===== config.mk =====
export PLATFORM = sky130hd
export DESIGN_NAME = hv_sram_scheduler
export DESIGN_NICKNAME = d
export VERILOG_FILES = /design/src/rtl/hv_sram_scheduler.sv
export SDC_FILE = /design/constraint.sdc
export NUM_CORES = 1
export LEC_CHECK = 0
export ABC_AREA = 1
export BUFFER_PORTS_ARGS = -buffer_cell sky130_fd_sc_hd__buf_2
export CORE_MARGIN = 3
export CORE_UTILIZATION = 46
export DETAILED_ROUTE_END_ITERATION = 8
export GPL_ROUTABILITY_DRIVEN = 1
export MAX_ROUTING_LAYER = met4
export PLACE_DENSITY = 0.81
export SYNTH_ARGS = -nofsm -noshare
export SYNTH_HDL_FRONTEND = slang
export SYNTH_SLANG_ARGS = --single-unit

===== constraint.sdc =====
create_clock -name Clk_CI -period 5.2 [get_ports Clk_CI]
set_clock_uncertainty 0.15 [all_clocks]
set_input_delay 0.26 -clock Clk_CI [delete_from_list [all_inputs] [get_ports Clk_CI]]
set_output_delay 0.26 -clock Clk_CI [all_outputs]
set_load 0.05 [all_outputs]

===== src/rtl/hv_sram_scheduler.sv =====
// Per-modality SRAM bank sequencer for iM/projM triplets: encoder reads plus interleaved loader writes.
// Latency: read data valid SRAM_LAT cycles after the READ cycle; loader write lands the cycle after its handshake.
// Backpressure: reads win; LoadReady_SO low while the target modality is busy or requested (HVSCHED_STARVE_GUARD_EN adds a starvation override).
module hv_sram_scheduler #(
   parameter int NUM_MOD      = 3,
   parameter int ADDR_WIDTH   = 8,
   parameter int SRAM_LAT     = 1,
   parameter int STARVE_LIMIT = 16
) (
   input  logic                             Clk_CI,
   input  logic                             Rst_RBI,
   input  logic [NUM_MOD-1:0]               ReadReq_SI,
   input  logic [NUM_MOD-1:0]               Advance_SI,
   input  logic [ADDR_WIDTH-1:0]            RdAddr_DI,
   input  logic                             LoadValid_SI,
   output logic                             LoadReady_SO,
   input  logic [$clog2(3*NUM_MOD)-1:0]     LoadBank_DI,
   input  logic [ADDR_WIDTH-1:0]            LoadAddr_DI,
   output logic [3*NUM_MOD-1:0]             BankCS_SO,
   output logic [3*NUM_MOD-1:0]             BankWE_SO,
   output logic [NUM_MOD*ADDR_WIDTH-1:0]    BankAddr_DO,
   output logic [3*NUM_MOD-1:0]             SramValid_SO
);

   localparam int NB = 3 * NUM_MOD;
   localparam int BW = $clog2(NB);
   localparam logic [1:0] WAIT_INIT = 2'(SRAM_LAT - 2);

   typedef enum logic [2:0] {S_IDLE, S_READ, S_WAIT, S_VALID, S_WRITE} state_t;

   logic [NUM_MOD-1:0] idle_vec;
   logic [NUM_MOD-1:0] load_hit;
   logic [NUM_MOD-1:0] load_fire;
   logic [1:0]         load_sub;
   logic               load_ok;
   logic               starve;

   // Decode the flat bank index into (modality, bank-within-triplet).
   always_comb begin
      load_hit = '0;
      load_sub = 2'd0;
      for (int m = 0; m < NUM_MOD; m++) begin
         for (int k = 0; k < 3; k++) begin
            if (LoadBank_DI == BW'(3 * m + k)) begin
               load_hit[m] = 1'b1;
               load_sub    = 2'(k);
            end
         end
      end
   end

   // Out-of-range banks are accepted and dropped so a bad loader cannot hang.
   assign load_ok      = (|load_hit) ? |(load_hit & idle_vec & (~ReadReq_SI | {NUM_MOD{starve}})) : 1'b1;
   assign LoadReady_SO = Rst_RBI & load_ok;
   assign load_fire    = {NUM_MOD{LoadValid_SI & LoadReady_SO}} & load_hit;

`ifdef HVSCHED_STARVE_GUARD_EN
   localparam int SW = $clog2(STARVE_LIMIT + 1);
   logic [SW-1:0] starve_q;

   assign starve = (starve_q >= SW'(STARVE_LIMIT));

   always_ff @(posedge Clk_CI or negedge Rst_RBI) begin
      if (!Rst_RBI) begin
         starve_q <= '0;
      end else if (LoadValid_SI && LoadReady_SO) begin
         starve_q <= '0;
      end else if (LoadValid_SI && !starve) begin
         starve_q <= starve_q + 1'b1;
      end
   end
`else
   assign starve = 1'b0;
`endif

   for (genvar m = 0; m < NUM_MOD; m++) begin : g_mod
      state_t                state_q;
      logic [ADDR_WIDTH-1:0] addr_q;
      logic [1:0]            sub_q;
      logic [1:0]            wait_q;

      always_ff @(posedge Clk_CI or negedge Rst_RBI) begin
         if (!Rst_RBI) begin
            state_q <= S_IDLE;
            addr_q  <= '0;
            sub_q   <= 2'd0;
            wait_q  <= 2'd0;
         end else begin
            case (state_q)
               S_IDLE: begin
                  // Without the guard load_fire already implies no read request.
                  if (load_fire[m]) begin
                     state_q <= S_WRITE;
                     addr_q  <= LoadAddr_DI;
                     sub_q   <= load_sub;
                  end else if (ReadReq_SI[m]) begin
                     state_q <= S_READ;
                     addr_q  <= RdAddr_DI;
                  end
               end
               S_READ: begin
                  if (SRAM_LAT > 1) begin
                     state_q <= S_WAIT;
                     wait_q  <= WAIT_INIT;
                  end else begin
                     state_q <= S_VALID;
                  end
               end
               S_WAIT: begin
                  if (wait_q == 2'd0) state_q <= S_VALID;
                  else                wait_q  <= wait_q - 2'd1;
               end
               S_VALID: begin
                  if (Advance_SI[m] || !ReadReq_SI[m]) state_q <= S_IDLE;
               end
               S_WRITE: state_q <= S_IDLE;
               default: state_q <= S_IDLE;
            endcase
         end
      end

      assign idle_vec[m] = (state_q == S_IDLE);

      assign BankCS_SO[3*m +: 3]    = (state_q == S_READ)  ? 3'b111 :
                                      (state_q == S_WRITE) ? (3'b001 << sub_q) : 3'b000;
      assign BankWE_SO[3*m +: 3]    = (state_q == S_WRITE) ? (3'b001 << sub_q) : 3'b000;
      assign SramValid_SO[3*m +: 3] = (state_q == S_VALID) ? 3'b111 : 3'b000;
      assign BankAddr_DO[m*ADDR_WIDTH +: ADDR_WIDTH] = addr_q;
   end

endmodule

# ---- Word level (Yosys, flattened, before mapping)
# Index checks and enable logic that the tools add are counted.
dict set report classes {
  n_addsub 3
  n_eq_ne 29
  n_shift 3
  muxes 48
  bitwise 9
  reduce_logical 30
}
# operator n
set ops {}
lappend ops {{2-to-1 mux 3 bit} 21}
lappend ops {{2-to-1 mux 8 bit} 6}
lappend ops {{case mux 3 bit (4 select lines)} 3}
lappend ops {{equality test 3 x 2 -> 1 bit, second input constant} 6}
lappend ops {{AND reduction 2 bit} 9}
lappend ops {{equality test 4 x 3 -> 1 bit, second input constant} 4}
lappend ops {{2-to-1 mux 2 bit} 7}
lappend ops {{!= test 2 bit, second input constant} 6}
lappend ops {{2-to-1 mux 1 bit} 11}
lappend ops {{bitwise AND 3 bit} 3}
lappend ops {{equality test 3 x 1 -> 1 bit, second input constant} 3}
lappend ops {{equality test 3 bit, second input constant} 3}
lappend ops {{zero test 3 bit} 3}
lappend ops {{!= test 3 x 2 -> 1 bit, second input constant} 3}
lappend ops {{AND reduction 3 bit} 3}
lappend ops {{left shift 1 x 2 -> 3 bit, first input constant} 3}
lappend ops {{equality test 4 x 2 -> 1 bit, second input constant} 2}
lappend ops {{zero test 2 bit} 3}
lappend ops {{nonzero test 2 bit} 3}
lappend ops {{OR reduction 3 bit} 2}
lappend ops {{subtractor 2 x 1 -> 2 bit, second input constant} 3}
lappend ops {{equality test 4 x 1 -> 1 bit, second input constant} 1}
lappend ops {{equality test 4 bit, second input constant} 1}
lappend ops {{zero test 4 bit} 1}
lappend ops {{other kinds (5)} 12}
dict set report word_totals {
  ff_bits 45
  input_bits 29
  wordCells 134
}

# ---- Logic depth before layout (Yosys ltp)
# Gate-level depths: netlist of run 1.
dict set report logic_depth {
  ltp_word 13
  mapped_depth 14
}

# ---- Least setup slack after synthesis of run 1
# Ideal clock, no wire load.
dict set report synth_path {
  path_kind {reg-to-output}
  from {register g_mod[2].state_q[1]}
  to {output port SramValid_SO[7]}
  arrival_time_ns 2.022
  required_ns 4.790
  setup_slack_ns 2.768
  stages_incl_launch_ff 4
  n_path_buf 1
  path_cell_list {dfrtp_1 -> inv_1 -> nor3_1 -> buf_4}
}
dict set report synth_between {
  elab_chain_cells 2
}
# element line
set synth_rtl {}
lappend synth_rtl {{start: declaration} 77} ;# state_t state_q;
lappend synth_rtl {{start signal: assignment} 84} ;# state_q <= S_IDLE;
lappend synth_rtl {{start signal: assignment} 93} ;# state_q <= S_WRITE;
lappend synth_rtl {{start signal: assignment} 97} ;# state_q <= S_READ;
lappend synth_rtl {{equality test 3 x 2 -> 1 bit} 127} ;# assign SramValid_SO[3*m +: 3] = (state_q == S_VALID) ? 3'b111 : 3'b000;
lappend synth_rtl {{2-to-1 mux 3 bit} 127}
lappend synth_rtl {{end: declaration} 22} ;# output logic [3*NUM_MOD-1:0] SramValid_SO
# Every way passes these cells.

# ---- Final worst setup path of run 1
dict set report layout_path {
  from {input port Rst_RBI}
  to {register g_mod[1].addr_q[6]}
}
dict set report layout_between {
  elab_chain_cells 5
  elab_cells_between_ends 6
  cone_classes {mux: 1; bitwise: 3; reduce/logical: 2}
}
# element line
set layout_rtl {}
lappend layout_rtl {{start: declaration} 11} ;# input logic Rst_RBI,
lappend layout_rtl {{bitwise AND 1 bit *} 54} ;# assign LoadReady_SO = Rst_RBI & load_ok;
lappend layout_rtl {{bitwise AND 1 bit *} 55} ;# assign load_fire = {NUM_MOD{LoadValid_SI & LoadReady_SO}} & load_hit;
lappend layout_rtl {{bitwise AND 3 bit *} 55}
lappend layout_rtl {{nonzero test 2 bit (no line)} -}
lappend layout_rtl {{AND reduction 2 bit (no line)} -}
lappend layout_rtl {{end signal: assignment} 94} ;# addr_q <= LoadAddr_DI;
lappend layout_rtl {{end signal: assignment} 98} ;# addr_q <= RdAddr_DI;
lappend layout_rtl {{end: declaration} 78} ;# logic [ADDR_WIDTH-1:0] addr_q;
# Every way passes the cells marked *; elsewhere a longest branch is shown, timed or not.
# A chain may end at the register's enable or synchronous reset.

==> results of run 1 <==
[worst max path at each step]
stage / end / slack [ns] / startpoint / depth (start not counted)
2_1_floorplan: SramValid_SO[7] / 2.77 / g_mod[2].state_q[1] / 3
3_3_place_gp: g_mod[1].addr_q[6] / 2.91 / Rst_RBI / 7
3_5_place_dp: g_mod[1].addr_q[6] / 2.84 / Rst_RBI / 7
4_1_cts: g_mod[1].addr_q[6] / 2.62 / Rst_RBI / 8
5_1_grt: g_mod[1].addr_q[6] / 2.42 / Rst_RBI / 8
6_report: g_mod[1].addr_q[6] / 2.65 / Rst_RBI / 8
[state kept, by name (all words and copies together) (netlist names)]
name and cells:
g_mod.wait_q 6, g_mod.state_q 9, g_mod.addr_q 24, g_mod.sub_q 6
[report_power, final]
group          switching (uW)  total, uW  leakage (uW)  internal (uW)
clock                     110        205     0.0000395           95.5
combinational             887       1140       0.00125            250
sequential               83.4        563      0.000570            480
[per-layer routing]
metal,GRT usage,vias up,part of all wire
met4,0.0664,0,0.013
met3,0.0282,7,0.062
met2,0.312,85,0.47
met1,0.273,1168,0.45
li1,-,1315,-
met5,-,-,0
[layout by cell type, fill, tap and decap left out, types with 2 or more instances in the layout]
cell type and instances:
inv_2 6, ha_1 3, dfrtp_1 45, nor3_1 5, nand4_2 2, o21ai_0 13, nand4_1 8, clkbuf_8 5
or2_2 2, nand3b_1 2, inv_1 50, xor2_1 3, nand2_1 136, nor2_2 4, buf_2 80, nand2_2 5
clkbuf_1 3, o31ai_1 3, a21oi_1 7, nor2_1 18, nand3_1 35, nor2_4 2, a2bb2oi_1 2
[per-stage QoR]
step / power, uW / worst slack [ns] / instance area [um^2] / util
5_1_grt: 2040 / 2.42 / 3160 / 0.567
6_report: 1910 / 2.65 / 3160 / 0.567
4_1_cts: 1920 / 2.62 / 3160 / 0.567
3_5_place_dp: 1710 / 2.84 / 3070 / 0.551
3_3_place_gp: 1690 / 2.91 / 3070 / 0.551
2_1_floorplan: 1480 / 2.77 / 2670 / -
[cells in the mapped netlist (all sizes together)]
cell type and count:
a21oi 7, a2bb2oi 2, buf 12, clkbuf 1, clkinv 1, dfrtp 45, ha 3, inv 57
nand2 141, nand3 36, nand3b 2, nand4 10, nor2 25, nor3 5, nor4 1, o21a 1
o21ai 14, o311ai 1, o31ai 3, or2 2, xor2 3
[timing repair]
action / CTS / global route
hold buffers: 1 / 0
hold endpoints to repair: 45 / 0
buffers inserted: 0 / 0
resized for setup: 0 / 0
[worst max-delay path, delay by kind of cell]
kind,cells,cell delay (ns)
and+or+nand+nor,4,0.74
buffers and inverters,4,1.55
[cells by family (layout without fill, tap and decap cells)]
family	after synthesis	count (layout)
XOR/XNOR	3	3
flip-flops	45	45
buffers and inverters	71	148
AND/OR/NAND/NOR	222	222
adder cells (fa/ha/maj)	3	3
AO/OA/AOI/OAI	28	28
[final cells by class]
| class | instances | share of cell area |
|---|---|---|
| clock buffer | 8 | 0.0253 |
| inverter | 58 | 0.0696 |
| multi-input combinational | 256 | 0.388 |
| sequential | 45 | 0.356 |
| tap | 72 | 0.0285 |
| timing repair buffer | 82 | 0.132 |
==> results.cfg, run 1 <==
[layout]
nFillCells = 530
seq_area_um2 = 1130
synthToLayoutAreaGrowth_pct = 18.4
multi_input_area_um2 = 1230
num-nets-final = 480
drive_gt1_frac = 0.245
n_antenna_cell = 0
stdcell_count = 521

[sta]
setup_viol = 0
tightest_slew_ns = 0.852
rsz0062_at_grt = no
min_period_over_period = 0.490
fmax_mhz = 392
drv_slew = 0
whs_ns = 0.0858
final.min_clock_period_ns = 2.55
fin_tns_setup_ns = 0
relSlewSlack = 0.425
final_hold_viol_count = 0

[job]
drv_cap = 0

[synth]
synth_compound_area_frac = 0.0604
synthXorXnorAreaFrac = 0.00984
syn_avg_cell_area_um2 = 7.18
synth_top_area_share = 0.422
synth_top_family_by_area = simple AND/OR/NAND/NOR gates
ys_seq_area_frac = 0.422
synth_area_leader_cell = dfrtp_1
synthCells = 372
yosys.area_share.simple = 0.376
synth_area_um2 = 2670
synthAdderAreaFrac = 0.0141
synth_cell_types = 32
syn_nets = 404
synthMuxAreaShare = 0
yosys_warnings = 0
synth_top_cells_by_area = dfrtp_1 (42%), nand2_1 (19%), inv_1 (7.0%)
synth.ff_latch_count = 45

[min_path]
hold_end = g_mod[2].state_q[0]
hold_depth = 3
hold_start = Advance_SI[2]
hold_path.class = in -> reg

[grt]
grt_usage = 0.201
grt_overflow = 0
grt_max_degree = 49
grt_pass1_wl_um = 10400
grt_pass1_vias = 2293
antenna_found_initial = 0

[die]
fp.dieH_um = 82.2
coreArea_um2 = 5570
die_x_um = 82.2
dieArea_um2 = 6760
rows = 27
start_util = 0.479
ioPinCount = 81

[route]
drt-total-wl_um = 6230
postRouteAntennaNets = 0
vias_per_cell = 4.94
dr.pass1.iters = 4
drt_first_iter_violations = 175
drc = 0
wire_per_inst_um = 12.0
num_vias = 2575

[setup_path]
worst_setup_path_end_kind = flip-flop
cp_slowest_cell = dlygate4sd3_1
arrival_ns = 2.59
crit-reg2reg-launch = g_mod[2].state_q[1]
required_ns = 5.24
timing.rr.end = g_mod[1].addr_q[6]
path_cells = dlygate4sd3_1, buf_2, buf_4, nand4_2, inv_1, nand2_1, nand3_1, nand2_1
cp-start-kind = primary input
setup.worst_path.class = in -> reg
cp_max_fo = 48
ff2ff_path_depth = 10
crit_top_cell = nand2_1
crit_path_max_incr_delay_ns = 0.52
rrSetupSlack_ns = 2.83

[place]
dp_cells = 512
globalplace.congestion = 0.922
dpl.hpwl_um = 4890
port_buffers = 80

[cts]
htree_num_levels = 2
cts.sinks = 45
clk_latency_ns = 0.30
cts_root_buffer = clkbuf_8
cts_buffers = 5
cts_tree = built
path_clk_slew_ns = 0.08
cts_buffer_depth = 2

[status]
status = finished, final reports clean

[power]
peakVddDrop_mv = 0.310
p_per_area_nw_per_um2 = 602
leakage_uw = 0.00186
Power figures use the tool's default switching activity.
==> run 2: changes to the inputs <==
==> constraint.sdc (replaced) <==
create_clock -name Clk_CI -period 2.4 [get_ports Clk_CI]
set_clock_uncertainty 0.15 [all_clocks]
set_input_delay 0.12 -clock Clk_CI [delete_from_list [all_inputs] [get_ports Clk_CI]]
set_output_delay 0.12 -clock Clk_CI [all_outputs]
set_load 0.05 [all_outputs]
==> run 2 against run 1 <==
The flow now finishes with violations (hold timing). Non-clock buffer count up 6. Combinational power up 120%. Routed wire length up 10%. Sequential share of layout area down 0.61 points. Via count up 4.6%. Clock power up 120%. Sequential power up 120%. Worst hold slack worse by 0.086 ns. Critical path type is now reg -> reg.
==> results.cfg, run 2 (synthesized netlist as in run 1, its figures left out) <==
[status]
status = finished with violations
violations = hold timing

[setup_path]
worst_setup_path_end_kind = flip-flop
ff2ff_path_depth = 12
rrSetupSlack_ns = 0.25
required_ns = 2.44
cp-start-kind = flip-flop
arrival_ns = 2.20
timing.rr.end = g_mod[0].addr_q[0]
cp_max_fo = 11
setup.worst_path.class = reg -> reg
crit-reg2reg-launch = g_mod[2].state_q[1]

[die]
ioPinCount = 81
dieArea_um2 = 6760
coreArea_um2 = 5570
die_x_um = 82.2
fp.dieH_um = 82.2
rows = 27
start_util = 0.479

[power]
p_int_uw = 1800
seq_power_share = 0.294
combPwrFrac = 0.597
p_per_area_nw_per_um2 = 1300
p_sw_frac = 0.572
leakage_uw = 0.00188
p_switching_uw = 2400
pwr-share-clk = 0.109
peakVddDrop_mv = 0.807

[grt]
antenna_found_initial = 0
grt_pass1_wl_um = 11200
grt_usage = 0.219
grt_max_degree = 41
grt_pass1_vias = 2594
grt_overflow = 0

[cts]
cts_buffers = 5
ctsResizeCount = 0
cts_root_buffer = clkbuf_8
htree_num_levels = 2
clk_latency_ns = 0.30
cts_tree = built
path_clk_slew_ns = 0.09
cts.sinks = 45
cts_buffer_depth = 2

[layout]
nFillCells = 539
num-nets-final = 486
final_common_cell = nand2_1
drive_gt1_frac = 0.246
final_cell_mix = nand2_1 (136), buf_2 (80), inv_1 (50)
finalCoreUtilization = 0.577
reg_top3 = g_mod.addr_q: 24 flops, g_mod.state_q: 9 flops
regMostFlops = g_mod.addr_q
largest_register_ffs = 24
stdcell_count = 527
synthToLayoutAreaGrowth_pct = 20.5
n_antenna_cell = 0

[sta]
relSlewSlack = 0.415
worst_slack_ns = 0.247
final.min_clock_period_ns = 2.15
tightest_slew_ns = 0.867
fmax_mhz = 464
final_hold_viol_count = 1
min_period_over_period = 0.897
fin_tns_setup_ns = 0
setup_viol = 0
drv_slew = 0
rsz0062_at_grt = no
whs_ns = -0.000573

[min_path]
hold_start = LoadAddr_DI[2]
hold_depth = 5
hold_path.class = in -> reg
hold_end = g_mod[1].addr_q[2]

[route]
drt-total-wl_um = 6870
num_vias = 2693
dr.pass1.iters = 5
drt_first_iter_violations = 175
vias_per_cell = 5.11
postRouteAntennaNets = 0
drc = 0
wire_per_inst_um = 13.0

[place]
place_worst_setup_slack_ns = 0.270
dpl.hpwl_um = 5350
dp_cells = 514
port_buffers = 80
globalplace.congestion = 0.871

[job]
drv_cap = 0
## run 2: worst max-delay path, stage by stage (launching register included)
cell,delay [ns]
dfrtp_1,0.41
nor2_2,0.16
nand2_1,0.10
nor2_2,0.17
nand2_1,0.09
nand2_2,0.08
nor2_4,0.05
nor2_8,0.16
nand3_4,0.19
nand2_2,0.23
inv_2,0.11
nand2_1,0.09
nand2_1,0.06
## run 2: worst max-delay path by stage
stage / start / end / slack, ns / cells after the start
finish: g_mod[2].state_q[1] / g_mod[0].addr_q[0] / 0.25 / 12
CTS: g_mod[0].state_q[0] / g_mod[0].addr_q[0] / 0.25 / 12
global placement: g_mod[0].state_q[0] / g_mod[0].addr_q[4] / 0.34 / 12
global route: g_mod[0].state_q[0] / g_mod[0].addr_q[7] / 0.01 / 12
floorplan: g_mod[2].state_q[1] / g_mod[2].state_q[0] / 0.03 / 7
detailed placement: g_mod[0].state_q[0] / g_mod[0].addr_q[0] / 0.27 / 12
## run 2: timing repair
action                    4_1_cts  5_1_grt
hold endpoints to repair       48        0
hold buffers                    5        0
setup buffers                   0        0
## run 2: per-layer routing
| layer | track usage | routed length [um] | vias up |
|---|---|---|---|
| li1 | - | - | 1324 |
| met3 | 0.0423 | 534 | 24 |
| met5 | - | 0 | - |
| met4 | 0.0748 | 195 | 0 |
| met2 | 0.353 | 3210 | 128 |
| met1 | 0.277 | 2930 | 1217 |
## run 2: power by group through the flow
stage	logic, uW	registers [uW]	clock network, uW
finish	2510	1230	459
global route	2690	1270	487
CTS	2520	1230	459
detailed placement	2500	1240	0
floorplan	1340	1870	0
global placement	2460	1230	0
## run 2: final cells by class
cell class | count | area [um^2] | share of cell area
Multi-Input combinational cell | 256 | 1230 | 0.382
Sequential cell | 45 | 1130 | 0.350
Timing Repair Buffer | 88 | 473 | 0.147
Inverter | 58 | 220 | 0.0684
Tap cell | 72 | 90.1 | 0.0280
Clock buffer | 8 | 80.1 | 0.0249
## run 2: stage by stage
step           power, uW  cell area [um^2]  hold WS [ns]
6_report            4200              3220     -0.000573
5_1_grt             4450              3220        0.0522
4_1_cts             4210              3220       0.00610
3_5_place_dp        3740              3090        -0.159
3_3_place_gp        3690              3090        -0.157
2_1_floorplan       3200              2670        -0.326
